--- config.mk ---
export PLATFORM = sky130hd
export DESIGN_NAME = mem_burst_master
export DESIGN_NICKNAME = d
export VERILOG_FILES = /design/src/rtl/mem_pkg.sv /design/src/rtl/mem_timeout_cnt.sv /design/src/rtl/mem_burst_master.sv
export SDC_FILE = /design/constraint.sdc
export NUM_CORES = 1
export LEC_CHECK = 0
export CELL_PAD_IN_SITES_DETAIL_PLACEMENT = 1
export CELL_PAD_IN_SITES_GLOBAL_PLACEMENT = 2
export CORE_MARGIN = 4
export CORE_UTILIZATION = 30
export CTS_CLUSTER_DIAMETER = 60
export CTS_CLUSTER_SIZE = 20
export DETAILED_ROUTE_END_ITERATION = 10
export GPL_TIMING_DRIVEN = 0
export PLACE_DENSITY_LB_ADDON = 0.1
export SLEW_MARGIN = 20
export SYNTH_ARGS = -nofsm -noshare
export SYNTH_HDL_FRONTEND = slang
export SYNTH_SLANG_ARGS = --single-unit
--- constraint.sdc ---
create_clock -name clk_i -period 5.7 [get_ports clk_i]
set_clock_uncertainty 0.1 [all_clocks]
set_input_delay 1.14 -clock clk_i [delete_from_list [all_inputs] [get_ports clk_i]]
set_output_delay 1.14 -clock clk_i [all_outputs]
set_load 0.02 [all_outputs]
--- src/rtl/mem_pkg.sv ---
// rtl/mem_pkg.sv - shared types and default geometry for the 16-bit single-port memory
//
// Provides the burst sequencer state encoding and the default word/address
// widths that the memory and its masters agree on.

package mem_pkg;

    localparam int MEM_WIDTH      = 16;
    localparam int MEM_ADDR_WIDTH = 9;

    typedef enum logic [2:0] {
        ST_IDLE  = 3'd0,
        ST_WDATA = 3'd1,
        ST_ISSUE = 3'd2,
        ST_WAIT  = 3'd3,
        ST_RHOLD = 3'd4
    } mem_burst_state_e;

endpackage

--- src/rtl/mem_timeout_cnt.sv ---
// rtl/mem_timeout_cnt.sv - per-beat watchdog for the memory acknowledge
//
// Ports:
//   clk_i      clock, rising edge
//   rst_i      asynchronous active-high reset
//   clear_i    restart the count (takes priority over en_i)
//   en_i       count this cycle (high while waiting for the memory)
//   expired_o  high during the TIMEOUT-th enabled cycle since the last clear

module mem_timeout_cnt #(
    parameter int TIMEOUT = 15
) (
    input  logic clk_i,
    input  logic rst_i,
    input  logic clear_i,
    input  logic en_i,
    output logic expired_o
);

    localparam int            CW   = (TIMEOUT > 2) ? $clog2(TIMEOUT) : 1;
    localparam logic [CW-1:0] LAST = CW'(TIMEOUT - 1);

    logic [CW-1:0] cnt_q, cnt_d;

    // cnt_q holds the number of enabled cycles already elapsed, so the
    // TIMEOUT-th waiting cycle is the one that sees LAST.
    always_comb begin
        cnt_d = cnt_q;
        if (clear_i) begin
            cnt_d = '0;
        end else if (en_i && (cnt_q != LAST)) begin
            cnt_d = cnt_q + 1'b1;
        end
    end

    always_ff @(posedge clk_i or posedge rst_i) begin
        if (rst_i) begin
            cnt_q <= '0;
        end else begin
            cnt_q <= cnt_d;
        end
    end

    assign expired_o = en_i && (cnt_q == LAST);

endmodule

--- src/rtl/mem_burst_master.sv ---
// rtl/mem_burst_master.sv - burst request sequencer for the 16-bit single-port memory
//
// Accepts one burst command, then issues one memory access per beat. Write
// beats are pulled from the wd_* stream, read beats are pushed out on the
// rd_* stream with unbounded back-pressure. A watchdog aborts the burst when
// the memory does not acknowledge a beat within TIMEOUT waiting cycles.
//
// Ports:
//   clk_i, rst_i                         clock / async active-high reset
//   cmd_valid_i, cmd_ready_o             command handshake (ready only in IDLE)
//   cmd_wr_i, cmd_addr_i, cmd_len_i      direction, first word, beats-1
//   wd_valid_i, wd_data_i, wd_ready_o    write-data stream
//   rd_valid_o, rd_data_o, rd_ready_i    read-data stream
//   busy_o, done_o, err_o                activity, completion pulse, abort pulse
//   mem_valid_o, mem_wr_rd_o,
//   mem_addr_o, mem_wdata_o              memory request side
//   mem_rdata_i, mem_ready_i             memory response side

module mem_burst_master
    import mem_pkg::*;
#(
    parameter int WIDTH      = MEM_WIDTH,
    parameter int ADDR_WIDTH = MEM_ADDR_WIDTH,
    parameter int LEN_WIDTH  = 9,
    parameter int TIMEOUT    = 15
) (
    input  logic                  clk_i,
    input  logic                  rst_i,
    input  logic                  cmd_valid_i,
    output logic                  cmd_ready_o,
    input  logic                  cmd_wr_i,
    input  logic [ADDR_WIDTH-1:0] cmd_addr_i,
    input  logic [LEN_WIDTH-1:0]  cmd_len_i,
    input  logic                  wd_valid_i,
    input  logic [WIDTH-1:0]      wd_data_i,
    output logic                  wd_ready_o,
    output logic                  rd_valid_o,
    output logic [WIDTH-1:0]      rd_data_o,
    input  logic                  rd_ready_i,
    output logic                  busy_o,
    output logic                  done_o,
    output logic                  err_o,
    output logic                  mem_valid_o,
    output logic                  mem_wr_rd_o,
    output logic [ADDR_WIDTH-1:0] mem_addr_o,
    output logic [WIDTH-1:0]      mem_wdata_o,
    input  logic [WIDTH-1:0]      mem_rdata_i,
    input  logic                  mem_ready_i
);

    mem_burst_state_e      state_q, state_d;
    logic [ADDR_WIDTH-1:0] addr_q, addr_d;
    logic [LEN_WIDTH-1:0]  len_q, len_d;
    logic [LEN_WIDTH-1:0]  beat_q, beat_d;
    logic                  wr_q, wr_d;
    logic [WIDTH-1:0]      wdata_q, wdata_d;
    logic [WIDTH-1:0]      rdata_q, rdata_d;
    logic                  rvalid_q, rvalid_d;
    logic                  done_q, done_d;
    logic                  err_q, err_d;

    logic wdog_clear;
    logic wdog_expired;
    logic last_beat;

    assign last_beat = (beat_q == len_q);

    mem_timeout_cnt #(
        .TIMEOUT (TIMEOUT)
    ) u_wdog (
        .clk_i     (clk_i),
        .rst_i     (rst_i),
        .clear_i   (wdog_clear),
        .en_i      (state_q == ST_WAIT),
        .expired_o (wdog_expired)
    );

    always_comb begin
        state_d    = state_q;
        addr_d     = addr_q;
        len_d      = len_q;
        beat_d     = beat_q;
        wr_d       = wr_q;
        wdata_d    = wdata_q;
        rdata_d    = rdata_q;
        rvalid_d   = rvalid_q;
        done_d     = 1'b0;
        err_d      = 1'b0;
        wdog_clear = 1'b0;

        case (state_q)
            ST_IDLE: begin
                if (cmd_valid_i) begin
                    addr_d  = cmd_addr_i;
                    len_d   = cmd_len_i;
                    wr_d    = cmd_wr_i;
                    beat_d  = '0;
                    state_d = cmd_wr_i ? ST_WDATA : ST_ISSUE;
                end
            end
            ST_WDATA: begin
                if (wd_valid_i) begin
                    wdata_d = wd_data_i;
                    state_d = ST_ISSUE;
                end
            end
            ST_ISSUE: begin
                wdog_clear = 1'b1;
                state_d    = ST_WAIT;
            end
            ST_WAIT: begin
                // An acknowledge in the final watchdog cycle still counts.
                if (mem_ready_i) begin
                    if (!wr_q) begin
                        rdata_d  = mem_rdata_i;
                        rvalid_d = 1'b1;
                        state_d  = ST_RHOLD;
                    end else if (last_beat) begin
                        done_d  = 1'b1;
                        state_d = ST_IDLE;
                    end else begin
                        addr_d  = addr_q + 1'b1;
                        beat_d  = beat_q + 1'b1;
                        state_d = ST_WDATA;
                    end
                end else if (wdog_expired) begin
                    err_d   = 1'b1;
                    state_d = ST_IDLE;
                end
            end
            ST_RHOLD: begin
                if (rd_ready_i) begin
                    rvalid_d = 1'b0;
                    if (last_beat) begin
                        done_d  = 1'b1;
                        state_d = ST_IDLE;
                    end else begin
                        addr_d  = addr_q + 1'b1;
                        beat_d  = beat_q + 1'b1;
                        state_d = ST_ISSUE;
                    end
                end
            end
            default: begin
                state_d = ST_IDLE;
            end
        endcase
    end

    always_ff @(posedge clk_i or posedge rst_i) begin
        if (rst_i) begin
            state_q  <= ST_IDLE;
            addr_q   <= '0;
            len_q    <= '0;
            beat_q   <= '0;
            wr_q     <= 1'b0;
            wdata_q  <= '0;
            rdata_q  <= '0;
            rvalid_q <= 1'b0;
            done_q   <= 1'b0;
            err_q    <= 1'b0;
        end else begin
            state_q  <= state_d;
            addr_q   <= addr_d;
            len_q    <= len_d;
            beat_q   <= beat_d;
            wr_q     <= wr_d;
            wdata_q  <= wdata_d;
            rdata_q  <= rdata_d;
            rvalid_q <= rvalid_d;
            done_q   <= done_d;
            err_q    <= err_d;
        end
    end

    assign cmd_ready_o = (state_q == ST_IDLE);
    assign wd_ready_o  = (state_q == ST_WDATA);
    assign mem_valid_o = (state_q == ST_ISSUE);
    assign busy_o      = (state_q != ST_IDLE);
    assign rd_valid_o  = rvalid_q;
    assign rd_data_o   = rdata_q;
    assign done_o      = done_q;
    assign err_o       = err_q;
    assign mem_wr_rd_o = wr_q;
    assign mem_addr_o  = addr_q;
    assign mem_wdata_o = wdata_q;

endmodule

==> results.json <==
{
  "ios": 106,
  "synth-edff-count": 0,
  "reg2reg_setup_slack_ns": 3.12,
  "worstPathRequired_ns": 4.46,
  "min_from": "len_q[0]",
  "synth_seq_cells": 70,
  "synth_compound_area_share_pct": 12.07,
  "wl_per_cell_um": 16.02,
  "power.share.clock_pct": 17.6,
  "worstSetupEndpointType": "primary output",
  "h-tree-depth": 3,
  "synth_xor_area_share_pct": 2.398,
  "post-route-period-util_pct": 58.14,
  "dieArea_mm2": 0.01269,
  "cts.path.max_buffers": 2,
  "vias": 2775,
  "yosysWarnings": 0,
  "die_w_um": 112.7,
  "cap_violations": 0,
  "synth_ff_type": "dfrtp_1",
  "grt_pass1_vias": 2930,
  "core_area_mm2": 0.01051,
  "dp.cells": 555,
  "dpl.hpwl_um": 6848,
  "synth_mux_area_share_pct": 11.31,
  "postSynthCellCount": 313,
  "vias_per_cell": 4.868,
  "clock-sinks": 70,
  "power_density_mw_per_mm2": 542.0,
  "layout_common_cells": "clkdlybuf4s50_1 (105), dfrtp_1 (70), nand2_1 (53)",
  "synthSimpleGateAreaFrac_pct": 15.95,
  "post_cts_buffers": 0,
  "reg2regPathDepth": 6,
  "cp_max_fo": 10,
  "r2r_start": "state_q[2]",
  "status": "finished clean",
  "cts.repair.resized": 0,
  "critical_path_class": "reg2out",
  "synth-adder-area-share_pct": 1.523,
  "place_ws_ns": 2.302,
  "final_area_mm2": 0.004753,
  "synth_top_family_by_area": "simple AND/OR/NAND/NOR gates",
  "irDropWorstVdd_mv": 0.2077,
  "cp_data_arrival_time_ns": 2.07,
  "postCtsHoldBufs": 0,
  "crit_path_start_kind": "flip-flop",
  "diodes": 0,
  "die_h_um": 112.7,
  "hold_viol": 0,
  "firstDrtPassIters": 4,
  "mappedNetlistArea_mm2": 0.003287,
  "fmaxAchievable_ghz": 0.3017,
  "cts_buffers": 9,
  "syn2layout_area_growth_pct": 44.61,
  "fin_setup_tns_ns": 0,
  "cts_tree": "yes",
  "wl_um": 9130,
  "worstSkewPairLatency_ns": 0.35,
  "min_path_cells": 2,
  "drt-initial-drc-count": 123,
  "drv_slew": 0,
  "grt_pass1_wl_um": 15000,
  "p_sw_mw": 0.9933,
  "final-setup-viol-count": 0,
  "period_needed_ns": 3.314,
  "internal_power_mw": 1.583,
  "p_total_mw": 2.576,
  "drive_gt1_share_pct": 13.82,
  "num-nets-final": 491,
  "start_util_pct": 31.28,
  "setup_slack_ns": 2.386,
  "layout_commonest_cell": "clkdlybuf4s50_1",
  "antenna_left": 0,
  "hold_class": "reg2reg",
  "antenna_found_initial": 0,
  "worstMarginPinSlew_ns": 0.6949,
  "drc": 0,
  "routabilityCongestion": 0.7303,
  "synth_nets": 374,
  "synth_cell_types": 46,
  "rsz0062_at_grt": "no",
  "syn_avg_cell_area_um2": 10.50,
  "place_area_mm2": 0.004531,
  "ys_async_sr_fraction_pct": 100.0,
  "grt_max_degree": 38,
  "overflow": 0,
  "leakagePower_nw": 2.007,
  "path_clk_slew_ns": 0.08,
  "r2r_end": "rd_data_o[8]",
  "rows": 37,
  "switching_share_pct": 38.55,
  "port_buffers": 105,
  "stdcell_count": 570,
  "clk_root_buffer_cell": "clkbuf_8",
  "pwr-share-comb_pct": 49.1,
  "relSlewSlack_pct": 53.67,
  "ys_seq_area_share_pct": 53.29,
  "pwr-share-seq_pct": 33.4,
  "hold_path_end": "len_q[0]",
  "grt.total_usage_pct": 14.91
}
## how the worst max path moves through the flow
stage	start	endpoint	slack, ns	cells after the start
6_report	state_q[0]	wd_ready_o	2.39	3
5_1_grt	state_q[0]	wd_ready_o	2.27	3
4_1_cts	state_q[0]	wd_ready_o	2.36	3
3_5_place_dp	rd_ready_i	beat_q[6]	2.30	7
3_3_place_gp	rst_i	mem_addr_o[6]	1.29	2
2_1_floorplan	rst_i	beat_q[0]	2.69	1
## per-layer routing
metal / vias to the layer above / wire [um] / global-route usage, %
met1: 1341 / 4475 / 19.89
met3: 9 / 463 / 3.827
met4: 0 / 150 / 6.010
met5: - / 0 / 0
li1: 1350 / - / -
met2: 75 / 4042 / 23.10
## sequential cells by signal, indices dropped and copies added, names as in the netlist
register	flops
mem_wr_rd_o	1
beat_q	9
mem_addr_o	9
len_q	9
err_o	1
done_o	1
rd_valid_o	1
rd_data_o	16
mem_wdata_o	16
u_wdog.cnt_q	4
state_q	3
## power groups by stage
stage                     Sequential, mW  Combinational [mW]  Clock [mW]
after floorplan                     1.02               0.566           0
after global placement             0.859                1.26           0
after detailed placement           0.873                1.28           0
after CTS                          0.864                1.29       0.471
after global routing               0.894                1.38       0.494
final                              0.859                1.26       0.453
## cell type report
class / instances / area [um2]
plain buffers: 16 / 83.83
flip-flops and latches: 70 / 1752
multi-input cells: 219 / 1421
fillers: 1178 / 5756
well taps: 136 / 170.2
repair buffers: 106 / 1071
clock inverters: 3 / 67.56
inverters: 8 / 32.53
clock buffers: 12 / 155.1
## metrics by stage
stage	hold slack, ns	util [%]
floorplan	0.3652	-
global placement	0.3880	42.90
detailed placement	0.3886	43.11
CTS	0.4083	45.23
global route	0.4158	45.23
finish	0.3980	45.23
## cell usage after synthesis, types with 3 or more instances
| cell type | count | area (um2) |
|---|---|---|
| and3_1 | 3 | 18.77 |
| o22ai_1 | 3 | 18.77 |
| xor2_1 | 9 | 78.83 |
| nand3_1 | 17 | 85.08 |
| a21oi_1 | 23 | 115.1 |
| inv_1 | 8 | 30.03 |
| o31ai_1 | 3 | 22.52 |
| ha_1 | 4 | 50.05 |
| or3_1 | 5 | 31.28 |
| clkbuf_1 | 8 | 30.03 |
| o21ai_0 | 20 | 100.1 |
| nor3_1 | 6 | 30.03 |
| mux2_2 | 33 | 371.6 |
| nand2_1 | 53 | 198.9 |
| nor2_1 | 5 | 18.77 |
| dfrtp_1 | 70 | 1752 |
| buf_2 | 4 | 20.02 |
## cells by family (layout without fill, tap and decap cells)
kind of cell    count (synthesis)  count (layout)
compound gates                 65              65
xor+xnor                        9               9
fa+ha+maj                       4               4
buf+inv                        24             145
flops                          70              70
mux                            33              33
simple gates                  108             108
## critical path, cell delays in order (launching register included)
cell and delay [ns]:
dfrtp_1 0.39, clkbuf_1 0.35, nor3b_1 0.31, clkdlybuf4s50_1 0.68
Note: power is estimated with default switching activity, not from simulation.
